<file path="src/rtl/aer_pkg.sv">
// aer_pkg: shared types, widths and round-robin helper for the AER input arbiter
package aer_pkg;
  localparam int AER_ADDR_W = 10;
  localparam int RR_MAX = 8;
  typedef enum logic [1:0] {ST_IDLE, ST_REQ, ST_ACKLOW} aer_arb_state_t;
  function automatic logic [3:0] rr_pick(input logic [RR_MAX-1:0] valid, input logic [2:0] ptr, input int unsigned n);
    logic found;
    logic [2:0] idx;
    logic [2:0] cur;
    found = 1'b0;
    idx = '0;
    cur = ptr;
    for (int unsigned k = 0; k < RR_MAX; k++) begin
      if (k < n && !found && valid[cur]) begin
        found = 1'b1;
        idx = cur;
      end
      cur = (32'(cur) == n - 1) ? 3'd0 : cur + 3'd1;
    end
    return {found, idx};
  endfunction
endpackage

</file>
<file path="src/rtl/aer_sync2.sv">
// aer_sync2: two-flop synchroniser for asynchronous handshake lines
module aer_sync2 (
  input  logic CLK,
  input  logic RSTN,
  input  logic d,
  output logic q
);
  logic meta;
  // shift the async input through two flops before anyone looks at it
  always_ff @(posedge CLK or negedge RSTN)
    if (!RSTN) {q, meta} <= 2'b00;
    else {q, meta} <= {meta, d};
endmodule

</file>
<file path="src/rtl/aer_in_arbiter.sv">
// aer_in_arbiter: round-robin share of one AER link with four-phase handshake and ACK timeout
module aer_in_arbiter
  import aer_pkg::*;
#(
  parameter int NUM_SRC = 4,
  parameter int SRC_BITS = $clog2(NUM_SRC),
  parameter int ADDR_W = AER_ADDR_W,
  parameter int TIMEOUT_CYC = 1023,
  parameter int CNT_W = 16
) (
  input  logic                      CLK,
  input  logic                      RSTN,
  input  logic [NUM_SRC-1:0]        SRC_VALID,
  input  logic [NUM_SRC*ADDR_W-1:0] SRC_ADDR,
  output logic [NUM_SRC-1:0]        SRC_READY,
  output logic [ADDR_W-1:0]         AERIN_ADDR,
  output logic                      AERIN_REQ,
  input  logic                      AERIN_ACK,
  output logic                      BUSY,
  output logic [SRC_BITS-1:0]       LAST_SRC,
  output logic [CNT_W-1:0]          EVT_CNT,
  output logic                      TIMEOUT_ERR,
  input  logic                      CLR
);
  localparam int TW = TIMEOUT_CYC > 1 ? $clog2(TIMEOUT_CYC) : 1;
  localparam logic [TW-1:0] TMAX = TW'(TIMEOUT_CYC > 0 ? TIMEOUT_CYC - 1 : 0);
  aer_arb_state_t state, state_n;
  logic ack_s;
  logic [SRC_BITS-1:0] ptr, grant;
  logic [TW-1:0] timer;
  logic [3:0] pick;
  logic found, fire, tout, done;

  aer_sync2 u_ack_sync (.CLK(CLK), .RSTN(RSTN), .d(AERIN_ACK), .q(ack_s));

  // round-robin pick, handshake progress, timeout detection and next state
  always_comb begin
    pick = rr_pick(8'(SRC_VALID), 3'(ptr), NUM_SRC);
    grant = pick[SRC_BITS-1:0];
    found = pick[3];
    fire = state == ST_IDLE && found && !ack_s;
    done = state == ST_ACKLOW && !ack_s;
    tout = TIMEOUT_CYC != 0 && timer == TMAX && ((state == ST_REQ && !ack_s) || (state == ST_ACKLOW && ack_s));
    state_n = fire ? ST_REQ : (state == ST_REQ && ack_s) ? ST_ACKLOW : (done || tout) ? ST_IDLE : state;
    SRC_READY = (RSTN && fire) ? {{(NUM_SRC-1){1'b0}}, 1'b1} << grant : '0;
  end

  assign BUSY = state != ST_IDLE;

  // FSM state register
  always_ff @(posedge CLK or negedge RSTN)
    if (!RSTN) state <= ST_IDLE;
    else state <= state_n;

  // latch the granted event, run the per-state timer and keep the status counters
  always_ff @(posedge CLK or negedge RSTN)
    if (!RSTN) begin
      ptr <= '0;
      timer <= '0;
      AERIN_ADDR <= '0;
      AERIN_REQ <= 1'b0;
      LAST_SRC <= '0;
      EVT_CNT <= '0;
      TIMEOUT_ERR <= 1'b0;
    end else begin
      timer <= (state_n != state || state_n == ST_IDLE) ? '0 : timer + 1'b1;
      AERIN_REQ <= state_n == ST_REQ;
      if (fire) begin
        AERIN_ADDR <= SRC_ADDR[grant*ADDR_W +: ADDR_W];
        LAST_SRC <= grant;
        ptr <= (32'(grant) == NUM_SRC - 1) ? '0 : grant + 1'b1;
      end
      EVT_CNT <= CLR ? '0 : (done && !(&EVT_CNT)) ? EVT_CNT + 1'b1 : EVT_CNT;
      TIMEOUT_ERR <= tout || (TIMEOUT_ERR && !CLR);
    end
endmodule

</file>
<file path="config.mk">
export PLATFORM = sky130hd
export DESIGN_NAME = aer_in_arbiter
export DESIGN_NICKNAME = d
export VERILOG_FILES = /design/src/rtl/aer_pkg.sv /design/src/rtl/aer_sync2.sv /design/src/rtl/aer_in_arbiter.sv
export SDC_FILE = /design/constraint.sdc
export NUM_CORES = 1
export LEC_CHECK = 0
export CORE_ASPECT_RATIO = 1.75
export CORE_MARGIN = 2
export CORE_UTILIZATION = 40
export DETAILED_ROUTE_END_ITERATION = 16
export GPL_ROUTABILITY_DRIVEN = 0
export PLACE_DENSITY = 0.69
export SLEW_MARGIN = 20
export SYNTH_ARGS = -nofsm -noshare
export SYNTH_HDL_FRONTEND = slang
export SYNTH_HIERARCHICAL = 1
export SYNTH_SLANG_ARGS = --single-unit
</file>
<file path="constraint.sdc">
create_clock -name CLK -period 10.2 [get_ports CLK]
set_input_delay 1.02 -clock CLK [delete_from_list [all_inputs] [get_ports CLK]]
set_output_delay 1.02 -clock CLK [all_outputs]
set_load 0.02 [all_outputs]
</file>
=== After elaboration in Yosys (flattened, before gate mapping) ===
Cells that the tools add are included.

* Logic and storage cells: 87
* Bits of input ports: 48
* Output and inout port bits: 35
* Register bits after elaboration: 46

* Add/sub/neg operators: 6
* Reduce and logical (&&, ||, !) cells: 28
* Equal/unequal tests: 9
* Magnitude comparators: 4
* $mul: 1
* Muxes and demuxes: 27
* Shift-type cells: 2

{| class="wikitable"
|+ Operators by type and width
! operator !! count
|-
| $shiftx A40 B7 Y10 || 1
|-
| $mux W16 || 2
|-
| $add A16 B1 Y16 const B || 1
|-
| $mux W2 || 8
|-
| $reduce_and A16 Y1 || 1
|-
| $logic_and A1 B1 Y1 || 13
|-
| $lt A3 B4 Y1 const B || 3
|-
| $add A10 B1 Y10 const B || 1
|-
| $eq A10 B10 Y1 const B || 1
|-
| $mux W10 || 1
|-
| $bmux W1 S3 || 3
|-
| $mux W3 || 3
|-
| $mux W1 || 8
|-
| $add A3 B1 Y3 const B || 2
|-
| $eq A2 B2 Y1 const B || 3
|-
| $eq A3 B2 Y1 const B || 2
|-
| $logic_not A1 Y1 || 6
|-
| $mul A2 B3 Y5 const B || 1
|-
| $eq A2 B1 Y1 const B || 2
|-
| $logic_not A2 Y1 || 2
|-
| $logic_or A1 B1 Y1 || 4
|-
| $lt A2 B4 Y1 const B || 1
|-
| $mux W4 || 1
|-
| $reduce_bool A2 Y1 || 2
|-
| 5 further kinds || 5
|}

=== Longest topological paths before layout ===
Gate-level depths: netlist (run 1).

* Depth in word-level cells: 18
* Gate-level depth with buffers: 11

=== Modules after synthesis ===
The synthesis (run 1) kept the hierarchy.

{| class="wikitable"
|+ By module, submodules not included
! module !! seq. area each (µm²) !! cells each !! times used !! area each (µm²)
|-
| aer_in_arbiter || 1101.1 || 289 || 1 || 2796.4
|-
| aer_sync2 || 50.0 || 2 || 1 || 50.0
|}

=== Worst setup path after synthesis (run 1) ===
No wires, ideal clock.

* Kind: input-to-output
* Start: input SRC_VALID[3]
* End: output SRC_READY[0]
* Path slack: 5.743 ns
* Stages on the path: 10
* Path buffers: 3
* Data arrival time: 3.437 ns
* Path through: buf_4 mux4_2 or4b_4 a221o_1 a32oi_2 buf_6 buf_4 inv_1 ha_1 and3_1

* Elaborated cells between the ends (all ways): 27
* Classes of those cells: 1 x shift; 17 x mux; 9 x reduce/logical

{| class="wikitable"
|+ RTL lines
! what !! line !! RTL
|-
| start: declaration || aer_in_arbiter.sv:13 || <nowiki>input logic [NUM_SRC-1:0] SRC_VALID,</nowiki>
|-
| $bmux W1 S2 || aer_pkg.sv:14 || <nowiki>if (k < n && !found && valid[cur]) begin</nowiki>
|-
| $mux W1 (implied by the code) || aer_pkg.sv:14 ||
|-
| $mux W1 || aer_pkg.sv:14 ||
|-
| $logic_not A1 Y1 || aer_pkg.sv:14 ||
|-
| $logic_and A1 B1 Y1 || aer_pkg.sv:14 ||
|-
| $mux W1 || aer_pkg.sv:14 ||
|-
| $logic_not A1 Y1 || aer_pkg.sv:14 ||
|-
| $logic_and A1 B1 Y1 || aer_pkg.sv:14 ||
|-
| $mux W1 || aer_pkg.sv:14 ||
|-
| $logic_not A1 Y1 || aer_pkg.sv:14 ||
|-
| $logic_and A1 B1 Y1 || aer_pkg.sv:14 ||
|-
| $mux W2 (*) || aer_pkg.sv:14 ||
|-
| net grant[1] || aer_in_arbiter.sv:29 || <nowiki>logic [SRC_BITS-1:0] ptr, grant;</nowiki>
|-
| $shl A1 B2 Y4 (*) || aer_in_arbiter.sv:45 || <nowiki>SRC_READY = (RSTN && fire) ? {{(NUM_SRC-1){1'b0}}, 1'b1} << grant : '0;</nowiki>
|-
| $mux W4 (*) || aer_in_arbiter.sv:45 ||
|-
| end: declaration || aer_in_arbiter.sv:15 || <nowiki>output logic [NUM_SRC-1:0] SRC_READY,</nowiki>
|}

Mark *: on every way through the listed nets, which the timed path passes. The rest lies on a longest branch. The select of a mux whose other input is x is not followed.

=== Worst setup path in the final report (run 1) ===
* Start: input SRC_VALID[0]
* End: output SRC_READY[0]

* Longest elaborated chain between the ends: 16
* Elaborated cells between the ends (all ways): 27
* Classes of those cells: 1 x shift; 17 x mux; 9 x reduce/logical

{| class="wikitable"
|+ Ends and longest elaborated chain
! what !! line !! RTL
|-
| $bmux W1 S2 || aer_pkg.sv:14 ||
|-
| $mux W1 (implied by the code) || aer_pkg.sv:14 ||
|-
| $mux W1 || aer_pkg.sv:14 ||
|-
| $logic_not A1 Y1 || aer_pkg.sv:14 ||
|-
| $logic_and A1 B1 Y1 || aer_pkg.sv:14 ||
|-
| $mux W1 || aer_pkg.sv:14 ||
|-
| $logic_not A1 Y1 || aer_pkg.sv:14 ||
|-
| $logic_and A1 B1 Y1 || aer_pkg.sv:14 ||
|-
| $mux W1 || aer_pkg.sv:14 ||
|-
| $logic_not A1 Y1 || aer_pkg.sv:14 ||
|-
| $logic_and A1 B1 Y1 || aer_pkg.sv:14 ||
|-
| $mux W1 || aer_pkg.sv:14 ||
|-
| $logic_and A1 B1 Y1 (2 in series) || aer_in_arbiter.sv:41 || <nowiki>fire = state == ST_IDLE && found && !ack_s;</nowiki>
|-
| $logic_and A1 B1 Y1 || aer_in_arbiter.sv:45 ||
|-
| $mux W4 (*) || aer_in_arbiter.sv:45 ||
|}

Mark *: on every way between the ends. The rest lies on a longest branch, timed or not. The select of a mux whose other input is x is not followed.

==> results of run 1 <==
critical path: cells and delay by family:
| kind | cells | cell delay (ns) |
|---|---|---|
| compound gates | 1 | 0.32 |
| fa+ha+maj | 1 | 0.33 |
| simple gates | 4 | 1.23 |
| buf+inv | 3 | 1.52 |
per-layer routing:
metal  vias up  wire length [microns]
met5         -                      0
met4         0                     75
met3         6                    294
met2        79                   3600
met1      1161                   2720
li1       1189                      -
flip-flops by register name (all words and copies together) (netlist names):
name	flops
AERIN_ADDR	10
AERIN_REQ	1
EVT_CNT	16
LAST_SRC	2
TIMEOUT_ERR	1
ptr	2
state	2
timer	10
u_ack_sync/meta	1
u_ack_sync/q	1
power by group:
group	switching, mW	internal (mW)	leakage (nW)
Clock	0.0660	0.0969	0.0729
Sequential	0.0425	0.223	0.597
Combinational	0.265	0.215	0.880
Total	0.374	0.534	1.55
worst max path at each step:
stage                            start  slack, ns            to  cells after the start
after floorplan           SRC_VALID[3]       5.74  SRC_READY[0]                     10
after global placement    SRC_VALID[0]       4.83  SRC_READY[1]                     10
after detailed placement  SRC_VALID[0]       4.78  SRC_READY[2]                      9
after CTS                 SRC_VALID[0]       4.77  SRC_READY[0]                      9
after global routing      SRC_VALID[0]       4.51  SRC_READY[2]                      9
final                     SRC_VALID[0]       4.76  SRC_READY[0]                      9
per-stage QoR:
step / cell area [sq um] / util, % / total power, mW
after global placement: 3680 / 53.7 / 0.740
after detailed placement: 3680 / 53.7 / 0.751
after floorplan: 2850 / - / 0.613
after global routing: 3840 / 55.9 / 0.975
after CTS: 3840 / 55.9 / 0.917
final: 3840 / 55.9 / 0.908
layout by cell type, fill, tap and decap left out, types with 2 or more instances in the layout:
cell / Yosys / final
a21boi_0: 8 / 8
and4_1: 2 / 2
clkdlybuf4s50_1: 0 / 81
nand4_1: 8 / 8
xnor2_1: 11 / 11
a311oi_2: 8 / 8
a2111oi_1: 8 / 8
nand3b_1: 4 / 4
nor2_1: 44 / 44
mux2_2: 2 / 2
nor4_1: 2 / 2
clkbuf_16: 0 / 5
xor2_1: 11 / 11
nand2b_1: 2 / 2
ha_1: 8 / 8
a21oi_1: 4 / 4
nor3_1: 6 / 6
dfrtp_1: 46 / 46
and3_1: 5 / 5
mux4_1: 2 / 2
mux2i_1: 12 / 12
a41o_1: 2 / 2
o21ai_0: 9 / 9
a22o_1: 2 / 2
nor2b_1: 5 / 4
nand3_1: 8 / 8
inv_1: 9 / 9
nand2_1: 23 / 23
buf_4: 3 / 3
and2_1: 3 / 3
cell type report:
| type | count | area (sq um) |
|---|---|---|
| fill | 609 | 3020 |
| tap | 84 | 105 |
| inverter | 9 | 33.8 |
| timing repair buffer | 85 | 838 |
| clock buffer | 6 | 139 |
| sequential | 46 | 1150 |
| clock inverter | 2 | 12.5 |
| multi-input combinational | 217 | 1560 |
kinds of logic after synthesis:
kind of cell / Yosys count
XOR/XNOR: 22
AO/OA/AOI/OAI: 53
flip-flops: 46
AND/OR/NAND/NOR: 117
adder cells (fa/ha/maj): 8
buffers and inverters: 28
multiplexers: 17
==> flow_summary.html, run 1 <==
<table>
<tr><th>Metric</th><th>Value</th></tr>
<tr><th colspan="2">Die</th></tr>
<tr><td>Vert. Die Dim</td><td>116 microns</td></tr>
<tr><td>Floorplan Core Area</td><td>6860 sq um</td></tr>
<tr><td>Horizontal extent of the die</td><td>67.8 microns</td></tr>
<tr><td>Initial Utilization</td><td>41.5%</td></tr>
<tr><td>Cell row count</td><td>40</td></tr>
<tr><td>Boundary pin count</td><td>83</td></tr>
<tr><td>Die outline area</td><td>7830 sq um</td></tr>
<tr><th colspan="2">Clocking</th></tr>
<tr><td>CTS sink count</td><td>46</td></tr>
<tr><td>Setup fix buffers added after clock tree synthesis</td><td>0</td></tr>
<tr><td>Number of buffers between clock root and the deepest sink</td><td>2</td></tr>
<tr><td>Source-to-sink clock delay at the later pin of the worst-skew pair</td><td>0.28 ns</td></tr>
<tr><td>Clock root buffer</td><td>clkbuf_16</td></tr>
<tr><td>Clock transition at the registers of the reported paths</td><td>0.06 ns</td></tr>
<tr><td>Deepest level of the CTS H-tree</td><td>2</td></tr>
<tr><td>CTS buffer count</td><td>5</td></tr>
<tr><td>CTS tree</td><td>yes</td></tr>
<tr><td>Hold Buf Count CTS</td><td>0</td></tr>
<tr><td>Post-cts repair resize count</td><td>0</td></tr>
<tr><th colspan="2">Worst setup path</th></tr>
<tr><td>FF-to-FF Start</td><td>ptr[0]</td></tr>
<tr><td>Kind of capture point of the worst setup path</td><td>primary output</td></tr>
<tr><td>Slowest cell on crit path</td><td>clkdlybuf4s50_1</td></tr>
<tr><td>Cells traversed along the worst timing path</td><td>clkdlybuf4s50_1, or3b_2, nand3_1, a41o_1, and2_1, inv_1, ha_1, and3_1, clkdlybuf4s50_1</td></tr>
<tr><td>Nature of the critical path startpoint</td><td>input pin</td></tr>
<tr><td>Crit path max fanout</td><td>13</td></tr>
<tr><td>Data arrival time of the critical path</td><td>4.42 ns</td></tr>
<tr><td>Reg2reg end</td><td>AERIN_ADDR[7]</td></tr>
<tr><td>Required time worst endpoint</td><td>9.18 ns</td></tr>
<tr><td>Kind of critical path</td><td>in2out</td></tr>
<tr><td>Depth of the worst register-to-register path</td><td>8</td></tr>
<tr><td>Critical Path Max Stage Delay</td><td>0.58 ns</td></tr>
<tr><td>Cell seen most often among critical-path stages</td><td>clkdlybuf4s50_1</td></tr>
<tr><td>Slack of the worst reg-to-reg path</td><td>6.28 ns</td></tr>
<tr><th colspan="2">Synth</th></tr>
<tr><td>Compound-cell area share of the yosys netlist</td><td>16.7%</td></tr>
<tr><td>Post-Syn Area</td><td>2850 sq um</td></tr>
<tr><td>Top post-synthesis cells by area</td><td>dfrtp_1, nor2_1, mux2i_1</td></tr>
<tr><td>Async set-or-reset flop fraction in the synthesized netlist</td><td>100%</td></tr>
<tr><td>Dominant synthesized flop cell</td><td>dfrtp_1</td></tr>
<tr><td>Number of enable-type register cells in the synthesized netlist</td><td>0</td></tr>
<tr><td>Combinational family with the most area after synthesis</td><td>simple AND/OR/NAND/NOR gates</td></tr>
<tr><td>Number of standard cells after synthesis</td><td>291</td></tr>
<tr><td>Area fraction of the dominant cell type after synthesis</td><td>40.4%</td></tr>
<tr><td>Fraction of the mapped netlist area in adder cells</td><td>3.52%</td></tr>
<tr><td>Most instantiated cells after synthesis</td><td>dfrtp_1, nor2_1, nand2_1</td></tr>
<tr><td>Mux contribution to synthesized area</td><td>7.65%</td></tr>
<tr><td>Register area share after synthesis</td><td>40.4%</td></tr>
<tr><td>Post-Synth Simple-Gate Area</td><td>20.0%</td></tr>
<tr><td>Warning count from the yosys run</td><td>6</td></tr>
<tr><td>Library cell with the highest instance count after synthesis</td><td>dfrtp_1</td></tr>
<tr><td>Flop and latch count out of synthesis</td><td>46</td></tr>
<tr><td>Synthesized area per cell</td><td>9.78 sq um</td></tr>
<tr><td>Net Count, Synth</td><td>347</td></tr>
<tr><td>Post-synthesis cell type count</td><td>50</td></tr>
<tr><td>Cell taking the most area after synthesis</td><td>dfrtp_1</td></tr>
<tr><td>Synthesized-area fraction occupied by xor and xnor cells</td><td>6.77%</td></tr>
<tr><th colspan="2">Pwr</th></tr>
<tr><td>P per Cell Area</td><td>237 nW/um^2</td></tr>
<tr><td>VDD IR max</td><td>190 uV</td></tr>
<tr><td>Pleak</td><td>1.55 nW</td></tr>
<tr><th colspan="2">Hold path</th></tr>
<tr><td>Worst-case hold path end point</td><td>u_ack_sync/q</td></tr>
<tr><td>Hold path start</td><td>u_ack_sync/meta</td></tr>
<tr><td>HP Class</td><td>reg2reg</td></tr>
<tr><td>Worst hold path cell count</td><td>0</td></tr>
<tr><th colspan="2">GRT</th></tr>
<tr><td>Grt total ovfl</td><td>0</td></tr>
<tr><td>Antenna violations before repair</td><td>0</td></tr>
<tr><td>GR Util met1</td><td>21.3%</td></tr>
<tr><td>Met3 routing resource usage after global routing</td><td>2.91%</td></tr>
<tr><td>Maximum number of pins on one net before global-route repair</td><td>51</td></tr>
<tr><td>Met2 GRT Util</td><td>32.4%</td></tr>
<tr><td>Number of global-route vias before repair</td><td>2316</td></tr>
<tr><td>First-pass GRT wire length</td><td>10.8 mm</td></tr>
<tr><td>All-Layer GR Usage</td><td>17.9%</td></tr>
<tr><td>Grt peak-use layer</td><td>met2</td></tr>
<tr><th colspan="2">Run status</th></tr>
<tr><td>Status</td><td>completed</td></tr>
<tr><th colspan="2">STA</th></tr>
<tr><td>Setup-failing EPs final</td><td>0</td></tr>
<tr><td>Minimum period implied by the final worst setup slack</td><td>5.44 ns</td></tr>
<tr><td>Sum of negative setup slack</td><td>0 ns</td></tr>
<tr><td>Part of the cycle the worst path needs</td><td>53.3%</td></tr>
<tr><td>Max-slew headroom</td><td>43.4%</td></tr>
<tr><td>Endpoints failing hold</td><td>0</td></tr>
<tr><td>Count of final max-slew check failures</td><td>0</td></tr>
<tr><td>Transition time at the pin with the least slew margin</td><td>0.844 ns</td></tr>
<tr><td>Fmax</td><td>184 MHz</td></tr>
<tr><td>Setup repair after global routing missed its margin</td><td>no</td></tr>
<tr><td>Min Hold Slack</td><td>0.347 ns</td></tr>
<tr><td>Clk_skew</td><td>0.00464 ns</td></tr>
<tr><td>Final Worst Setup Slack</td><td>4.76 ns</td></tr>
<tr><th colspan="2">Drt</th></tr>
<tr><td>Starting DRT DRC Count</td><td>157</td></tr>
<tr><td>Overall routed net length</td><td>6.69 mm</td></tr>
<tr><td>Detail-routed via count per cell</td><td>5.42</td></tr>
<tr><td>Vias after detailed routing</td><td>2435</td></tr>
<tr><td>Antenna-violating nets left</td><td>0</td></tr>
<tr><td>Routed length per placed instance</td><td>14.9 microns</td></tr>
<tr><td>Initial DRT Pass Iterations</td><td>4</td></tr>
<tr><td>Residual DRC</td><td>0</td></tr>
<tr><th colspan="2">Placement</th></tr>
<tr><td>Placed wire-length estimate after detailed placement</td><td>5.08 mm</td></tr>
<tr><td>Buffers on Ports</td><td>82</td></tr>
<tr><td>Placed Instances</td><td>441</td></tr>
<tr><td>Setup slack after placement</td><td>4.78 ns</td></tr>
<tr><th colspan="2">Layout</th></tr>
<tr><td>Ant. Diodes</td><td>0</td></tr>
<tr><td>Fraction of layout cells with a size suffix above 1</td><td>7.95%</td></tr>
<tr><td>Number of nets in the finished design</td><td>420</td></tr>
<tr><td>Final standard cell count with taps included and fillers excluded</td><td>449</td></tr>
<tr><td>Area Overhead vs Synth</td><td>34.8%</td></tr>
<tr><th colspan="2">Flow run</th></tr>
<tr><td>MaxCap Viol Count</td><td>0</td></tr>
</table>
No activity file was read; power rests on OpenSTA's default activity.
==> inputs of run 2 (changes only) <==
==> constraint.sdc (replaced) <==
create_clock -name CLK -period 5.4 [get_ports CLK]
set_input_delay 0.54 -clock CLK [delete_from_list [all_inputs] [get_ports CLK]]
set_output_delay 0.54 -clock CLK [all_outputs]
set_load 0.02 [all_outputs]
==> flow_summary.html, run 2 (synthesis gave the netlist of run 1 again) <==
<table>
<tr><th>Metric</th><th>Value</th></tr>
<tr><th colspan="2">Run status</th></tr>
<tr><td>Status</td><td>completed</td></tr>
<tr><th colspan="2">STA</th></tr>
<tr><td>Part of the cycle the worst path needs</td><td>91.6%</td></tr>
<tr><td>Fmax</td><td>202 MHz</td></tr>
<tr><td>Min Hold Slack</td><td>0.353 ns</td></tr>
<tr><td>Max-slew headroom</td><td>44.0%</td></tr>
<tr><td>Clk_skew</td><td>0.00415 ns</td></tr>
<tr><td>Endpoints failing hold</td><td>0</td></tr>
<tr><td>Setup-failing EPs final</td><td>0</td></tr>
<tr><td>Minimum period implied by the final worst setup slack</td><td>4.94 ns</td></tr>
<tr><td>Setup repair after global routing missed its margin</td><td>no</td></tr>
<tr><td>Transition time at the pin with the least slew margin</td><td>0.834 ns</td></tr>
<tr><td>Sum of negative setup slack</td><td>0 ns</td></tr>
<tr><td>Count of final max-slew check failures</td><td>0</td></tr>
<tr><th colspan="2">Worst setup path</th></tr>
<tr><td>Kind of capture point of the worst setup path</td><td>primary output</td></tr>
<tr><td>Required time worst endpoint</td><td>4.86 ns</td></tr>
<tr><td>Nature of the critical path startpoint</td><td>flip-flop</td></tr>
<tr><td>Data arrival time of the critical path</td><td>4.40 ns</td></tr>
<tr><td>Crit path max fanout</td><td>16</td></tr>
<tr><td>Kind of critical path</td><td>reg2out</td></tr>
<tr><th colspan="2">Drt</th></tr>
<tr><td>Vias after detailed routing</td><td>2458</td></tr>
<tr><td>Top routing layer in use</td><td>met4</td></tr>
<tr><td>Overall routed net length</td><td>6.86 mm</td></tr>
<tr><td>Starting DRT DRC Count</td><td>110</td></tr>
<tr><td>Antenna-violating nets left</td><td>0</td></tr>
<tr><td>Initial DRT Pass Iterations</td><td>4</td></tr>
<tr><td>Met3 wire len</td><td>311 microns</td></tr>
<tr><td>Met1 layer wirelength in the final routing</td><td>2.66 mm</td></tr>
<tr><td>Detail-routed via count per cell</td><td>5.45</td></tr>
<tr><td>Residual DRC</td><td>0</td></tr>
<tr><td>Met2 wirelength from detailed routing</td><td>3.75 mm</td></tr>
<tr><td>Routed length per placed instance</td><td>15.2 microns</td></tr>
<tr><th colspan="2">Layout</th></tr>
<tr><td>Most common library cell in the layout ignoring fill and taps</td><td>clkdlybuf4s50_1</td></tr>
<tr><td>Fill cell total of the finished layout</td><td>620</td></tr>
<tr><td>Commonest non-fill, non-tap cells in the layout</td><td>clkdlybuf4s50_1, dfrtp_1, nor2_1, nand2_1, mux2i_1</td></tr>
<tr><td>Fraction of layout cells with a size suffix above 1</td><td>8.17%</td></tr>
<tr><td>Largest register by flop count</td><td>EVT_CNT</td></tr>
<tr><td>Number of flip-flops in the largest register</td><td>16</td></tr>
<tr><td>Ant. Diodes</td><td>0</td></tr>
<tr><td>Leading registers by flop count</td><td>EVT_CNT: 16 flops, AERIN_ADDR: 10 flops, timer: 10 flops</td></tr>
<tr><td>Area Overhead vs Synth</td><td>35.2%</td></tr>
<tr><td>Number of nets in the finished design</td><td>422</td></tr>
<tr><th colspan="2">Clocking</th></tr>
<tr><td>CTS buffer count</td><td>5</td></tr>
<tr><td>Hold Buf Count CTS</td><td>0</td></tr>
<tr><td>Deepest level of the CTS H-tree</td><td>2</td></tr>
<tr><td>CTS tree</td><td>yes</td></tr>
<tr><td>Number of buffers between clock root and the deepest sink</td><td>2</td></tr>
<tr><td>Clock root buffer</td><td>clkbuf_16</td></tr>
<tr><td>Setup fix buffers added after clock tree synthesis</td><td>0</td></tr>
<tr><td>Source-to-sink clock delay at the later pin of the worst-skew pair</td><td>0.29 ns</td></tr>
<tr><td>Clock transition at the registers of the reported paths</td><td>0.06 ns</td></tr>
<tr><td>Post-cts repair resize count</td><td>0</td></tr>
<tr><td>CTS sink count</td><td>46</td></tr>
<tr><th colspan="2">Pwr</th></tr>
<tr><td>VDD IR max</td><td>290 uV</td></tr>
<tr><td>Total power after layout</td><td>1.75 mW</td></tr>
<tr><td>Pleak</td><td>1.56 nW</td></tr>
<tr><td>P per Cell Area</td><td>454 nW/um^2</td></tr>
<tr><th colspan="2">Die</th></tr>
<tr><td>Die outline area</td><td>7830 sq um</td></tr>
<tr><td>Vert. Die Dim</td><td>116 microns</td></tr>
<tr><td>Horizontal extent of the die</td><td>67.8 microns</td></tr>
<tr><td>Initial Utilization</td><td>41.5%</td></tr>
<tr><td>Floorplan Core Area</td><td>6860 sq um</td></tr>
<tr><td>Boundary pin count</td><td>83</td></tr>
<tr><td>Cell row count</td><td>40</td></tr>
<tr><th colspan="2">Hold path</th></tr>
<tr><td>HP Class</td><td>in2async</td></tr>
<tr><th colspan="2">GRT</th></tr>
<tr><td>Antenna violations before repair</td><td>0</td></tr>
<tr><td>Number of global-route vias before repair</td><td>2464</td></tr>
<tr><td>Grt total ovfl</td><td>0</td></tr>
<tr><td>Maximum number of pins on one net before global-route repair</td><td>51</td></tr>
<tr><td>First-pass GRT wire length</td><td>11.7 mm</td></tr>
<tr><td>All-Layer GR Usage</td><td>19.3%</td></tr>
<tr><th colspan="2">Flow run</th></tr>
<tr><td>MaxCap Viol Count</td><td>0</td></tr>
<tr><th colspan="2">Placement</th></tr>
<tr><td>Placed wire-length estimate after detailed placement</td><td>5.23 mm</td></tr>
<tr><td>Buffers on Ports</td><td>82</td></tr>
</table>
## run 2: cell types whose count changed in the layout (fill, tap and decap cells not counted), sizes merged
cell	before	now
clkinvlp	1	0
clkbuf	6	7
buf	4	6
## run 2: stage by stage
step                instances  util [%]  area (sq um)  setup WS [ns]
floorplan                 291         -          2850           1.73
global placement          443      54.0          3700          0.888
detailed placement        443      54.0          3700          0.782
CTS                       451      56.1          3850          0.457
global route              451      56.1          3850          0.195
finish                    451      56.1          3850          0.456
## run 2: worst max-delay path, stage by stage (launching register included)
cell,delay (ns)
dfrtp_1,0.56
ha_1,0.67
mux4_2,0.57
or4b_4,0.50
a221o_1,0.35
a32oi_2,0.24
buf_4,0.25
inv_1,0.08
ha_1,0.17
and3_1,0.16
clkdlybuf4s50_1,0.54
## run 2: routing by layer
| layer | GRT usage [%] | up-vias |
|---|---|---|
| met5 | 0 | - |
| met2 | 34.7 | 76 |
| li1 | - | 1191 |
| met4 | 7.20 | 0 |
| met1 | 22.8 | 1179 |
| met3 | 2.72 | 12 |
## run 2: where the power goes
group | switching (mW) | leakage, nW | internal (mW)
Combinational | 0.521 | 0.890 | 0.425
Clock | 0.126 | 0.0739 | 0.184
Sequential | 0.0730 | 0.597 | 0.420
## run 2: area by class of cell
| class | count | area, sq um | area share [%] |
|---|---|---|---|
| Tap cell | 84 | 105 | 2.73 |
| Clock buffer | 7 | 143 | 3.71 |
| Inverter | 9 | 33.8 | 0.878 |
| Sequential cell | 46 | 1150 | 29.9 |
| Timing Repair Buffer | 87 | 853 | 22.2 |
| Multi-Input combinational cell | 217 | 1560 | 40.5 |
| Clock inverter | 1 | 5.00 | 0.130 |
## run 2: worst paths after layout
check,end,cells after the start,from,slack (ns)
hold / removal,EVT_CNT[15],2,RSTN,0.35
setup / recovery,SRC_READY[0],10,ptr[0],0.46
setup reg to reg,AERIN_ADDR[8],9,ptr[0],1.51
min in group CLK,u_ack_sync/q,0,u_ack_sync/meta,0.36
hold reg to reg,u_ack_sync/q,0,u_ack_sync/meta,0.36
max in group asynchronous,timer[6],2,RSTN,4.63
==> inputs of run 3 (changes only) <==
--- a/config.mk
+++ b/config.mk
@@ -7,10 +7,10 @@
 export LEC_CHECK = 0
 export CORE_ASPECT_RATIO = 1.75
 export CORE_MARGIN = 2
-export CORE_UTILIZATION = 40
+export CORE_UTILIZATION = 48
 export DETAILED_ROUTE_END_ITERATION = 16
 export GPL_ROUTABILITY_DRIVEN = 0
-export PLACE_DENSITY = 0.69
+export PLACE_DENSITY = 0.81
 export SLEW_MARGIN = 20
 export SYNTH_ARGS = -nofsm -noshare
 export SYNTH_HDL_FRONTEND = slang
==> flow_summary.html, run 3 (synthesis gave the netlist of run 1 again) <==
<table>
<tr><th>Metric</th><th>Value</th></tr>
<tr><th colspan="2">Drt</th></tr>
<tr><td>Initial DRT Pass Iterations</td><td>4</td></tr>
<tr><td>Residual DRC</td><td>0</td></tr>
<tr><td>Vias after detailed routing</td><td>2429</td></tr>
<tr><td>Antenna-violating nets left</td><td>0</td></tr>
<tr><td>Overall routed net length</td><td>6.63 mm</td></tr>
<tr><td>Detail-routed via count per cell</td><td>5.47</td></tr>
<tr><td>Routed length per placed instance</td><td>14.9 microns</td></tr>
<tr><td>Starting DRT DRC Count</td><td>120</td></tr>
<tr><th colspan="2">Clocking</th></tr>
<tr><td>CTS buffer count</td><td>5</td></tr>
<tr><td>Clock transition at the registers of the reported paths</td><td>0.08 ns</td></tr>
<tr><td>CTS sink count</td><td>46</td></tr>
<tr><td>CTS tree</td><td>yes</td></tr>
<tr><td>Setup fix buffers added after clock tree synthesis</td><td>0</td></tr>
<tr><td>Post-cts repair resize count</td><td>0</td></tr>
<tr><td>Hold Buf Count CTS</td><td>0</td></tr>
<tr><td>Source-to-sink clock delay at the later pin of the worst-skew pair</td><td>0.29 ns</td></tr>
<tr><td>Clock root buffer</td><td>clkbuf_8</td></tr>
<tr><td>Number of buffers between clock root and the deepest sink</td><td>2</td></tr>
<tr><td>Deepest level of the CTS H-tree</td><td>2</td></tr>
<tr><th colspan="2">Layout</th></tr>
<tr><td>Commonest non-fill, non-tap cells in the layout</td><td>clkdlybuf4s50_1, dfrtp_1, nor2_1, nand2_1, mux2i_1</td></tr>
<tr><td>Final core area utilization</td><td>66.1%</td></tr>
<tr><td>Fraction of layout cells with a size suffix above 1</td><td>8.20%</td></tr>
<tr><td>Number of flip-flops in the largest register</td><td>16</td></tr>
<tr><td>Largest register by flop count</td><td>EVT_CNT</td></tr>
<tr><td>Ant. Diodes</td><td>0</td></tr>
<tr><td>Most common library cell in the layout ignoring fill and taps</td><td>clkdlybuf4s50_1</td></tr>
<tr><td>Number of nets in the finished design</td><td>421</td></tr>
<tr><td>Final standard cell count with taps included and fillers excluded</td><td>444</td></tr>
<tr><td>Area Overhead vs Synth</td><td>34.5%</td></tr>
<tr><td>Leading registers by flop count</td><td>EVT_CNT: 16 flops, AERIN_ADDR: 10 flops, timer: 10 flops</td></tr>
<tr><th colspan="2">Worst setup path</th></tr>
<tr><td>FF-to-FF Start</td><td>ptr[0]</td></tr>
<tr><td>Critical Path Max Stage Delay</td><td>0.66 ns</td></tr>
<tr><td>Reg2reg end</td><td>AERIN_ADDR[7]</td></tr>
<tr><td>Cell seen most often among critical-path stages</td><td>ha_1</td></tr>
<tr><td>Slowest cell on crit path</td><td>ha_1</td></tr>
<tr><td>Kind of cell adding the most delay to the critical path</td><td>adder cells</td></tr>
<tr><td>Crit path max fanout</td><td>16</td></tr>
<tr><td>Depth of the worst register-to-register path</td><td>8</td></tr>
<tr><td>Slack of the worst reg-to-reg path</td><td>1.50 ns</td></tr>
<tr><td>Required time worst endpoint</td><td>4.86 ns</td></tr>
<tr><td>Kind of critical path</td><td>reg2out</td></tr>
<tr><td>Data arrival time of the critical path</td><td>4.30 ns</td></tr>
<tr><td>Number of buffers and inverters on the critical path</td><td>3</td></tr>
<tr><td>Cells traversed along the worst timing path</td><td>ha_1, mux4_2, or4b_4, a221o_1, a32oi_2, buf_4, inv_1, ha_1, and3_1, clkdlybuf4s50_1</td></tr>
<tr><td>Critical path depth</td><td>10</td></tr>
<tr><td>Nature of the critical path startpoint</td><td>flip-flop</td></tr>
<tr><td>Kind of capture point of the worst setup path</td><td>primary output</td></tr>
<tr><th colspan="2">GRT</th></tr>
<tr><td>Antenna violations before repair</td><td>0</td></tr>
<tr><td>All-Layer GR Usage</td><td>21.5%</td></tr>
<tr><td>Grt total ovfl</td><td>0</td></tr>
<tr><td>Number of global-route vias before repair</td><td>2449</td></tr>
<tr><td>Maximum number of pins on one net before global-route repair</td><td>38</td></tr>
<tr><td>First-pass GRT wire length</td><td>11.4 mm</td></tr>
<tr><th colspan="2">Die</th></tr>
<tr><td>Cell row count</td><td>37</td></tr>
<tr><td>Floorplan Core Area</td><td>5790 sq um</td></tr>
<tr><td>Boundary pin count</td><td>83</td></tr>
<tr><td>Horizontal extent of the die</td><td>62.2 microns</td></tr>
<tr><td>Vert. Die Dim</td><td>106 microns</td></tr>
<tr><td>Initial Utilization</td><td>49.2%</td></tr>
<tr><td>Die outline area</td><td>6590 sq um</td></tr>
<tr><th colspan="2">Run status</th></tr>
<tr><td>Status</td><td>completed</td></tr>
<tr><th colspan="2">Placement</th></tr>
<tr><td>Placed wire-length estimate after detailed placement</td><td>5.09 mm</td></tr>
<tr><td>Setup slack after placement</td><td>0.878 ns</td></tr>
<tr><td>Placed Instances</td><td>436</td></tr>
<tr><td>Buffers on Ports</td><td>82</td></tr>
<tr><th colspan="2">Pwr</th></tr>
<tr><td>P per Cell Area</td><td>453 nW/um^2</td></tr>
<tr><td>Pleak</td><td>1.55 nW</td></tr>
<tr><td>VDD IR max</td><td>366 uV</td></tr>
<tr><th colspan="2">STA</th></tr>
<tr><td>Max-slew headroom</td><td>45.1%</td></tr>
<tr><td>Sum of negative setup slack</td><td>0 ns</td></tr>
<tr><td>Count of final max-slew check failures</td><td>0</td></tr>
<tr><td>Endpoints failing hold</td><td>0</td></tr>
<tr><td>Final Worst Setup Slack</td><td>0.565 ns</td></tr>
<tr><td>Clk_skew</td><td>0.00708 ns</td></tr>
<tr><td>Minimum period implied by the final worst setup slack</td><td>4.84 ns</td></tr>
<tr><td>Transition time at the pin with the least slew margin</td><td>0.818 ns</td></tr>
<tr><td>Setup repair after global routing missed its margin</td><td>no</td></tr>
<tr><td>Part of the cycle the worst path needs</td><td>89.5%</td></tr>
<tr><td>Fmax</td><td>207 MHz</td></tr>
<tr><td>Setup-failing EPs final</td><td>0</td></tr>
<tr><th colspan="2">Hold path</th></tr>
<tr><td>HP Class</td><td>in2async</td></tr>
<tr><th colspan="2">Flow run</th></tr>
<tr><td>MaxCap Viol Count</td><td>0</td></tr>
</table>
run 3: cell types whose count changed in the layout (fill, tap and decap cells not counted), sizes merged:
cell	previous run	this run
clkbuf	7	6
buf	6	5
clkinv	1	0
bufinv	0	2
run 3: worst max path at each step:
| stage | from | endpoint |
|---|---|---|
| 6_report | ptr[0] | SRC_READY[0] |
| 5_1_grt | ptr[0] | SRC_READY[0] |
| 4_1_cts | ptr[0] | SRC_READY[0] |
| 3_5_place_dp | ptr[0] | SRC_READY[0] |
| 3_3_place_gp | ptr[0] | SRC_READY[0] |
| 2_1_floorplan | ptr[1] | SRC_READY[0] |
run 3: layout make-up:
type                            count  area [sq um]
Clock buffer                        6          82.6
Clock inverter                      2          60.1
Fill cell                         486          1960
Inverter                            9          33.8
Multi-Input combinational cell    217          1560
Sequential cell                    46          1150
Tap cell                           78          97.6
Timing Repair Buffer               86           846
run 3: metrics by stage:
step	total power, mW	instance area (sq um)	hold slack [ns]
3_3_place_gp	1.40	3680	0.337
2_1_floorplan	1.16	2850	0.244
4_1_cts	1.75	3830	0.113
3_5_place_dp	1.43	3680	0.353
6_report	1.73	3830	0.119
5_1_grt	1.86	3830	0.123
run 3: power by group:
group / total, mW / internal, mW / switching [mW]
combinational: 0.923 / 0.416 / 0.507
clock: 0.312 / 0.197 / 0.114
sequential: 0.498 / 0.420 / 0.0786
run 3: routing by layer:
metal,global-route usage [%],vias to the layer above,wire length (microns)
li1,-,1196,-
met1,24.7,1137,2570
met2,39.6,81,3600
met3,2.77,15,252
met4,9.37,0,209
met5,0,-,0
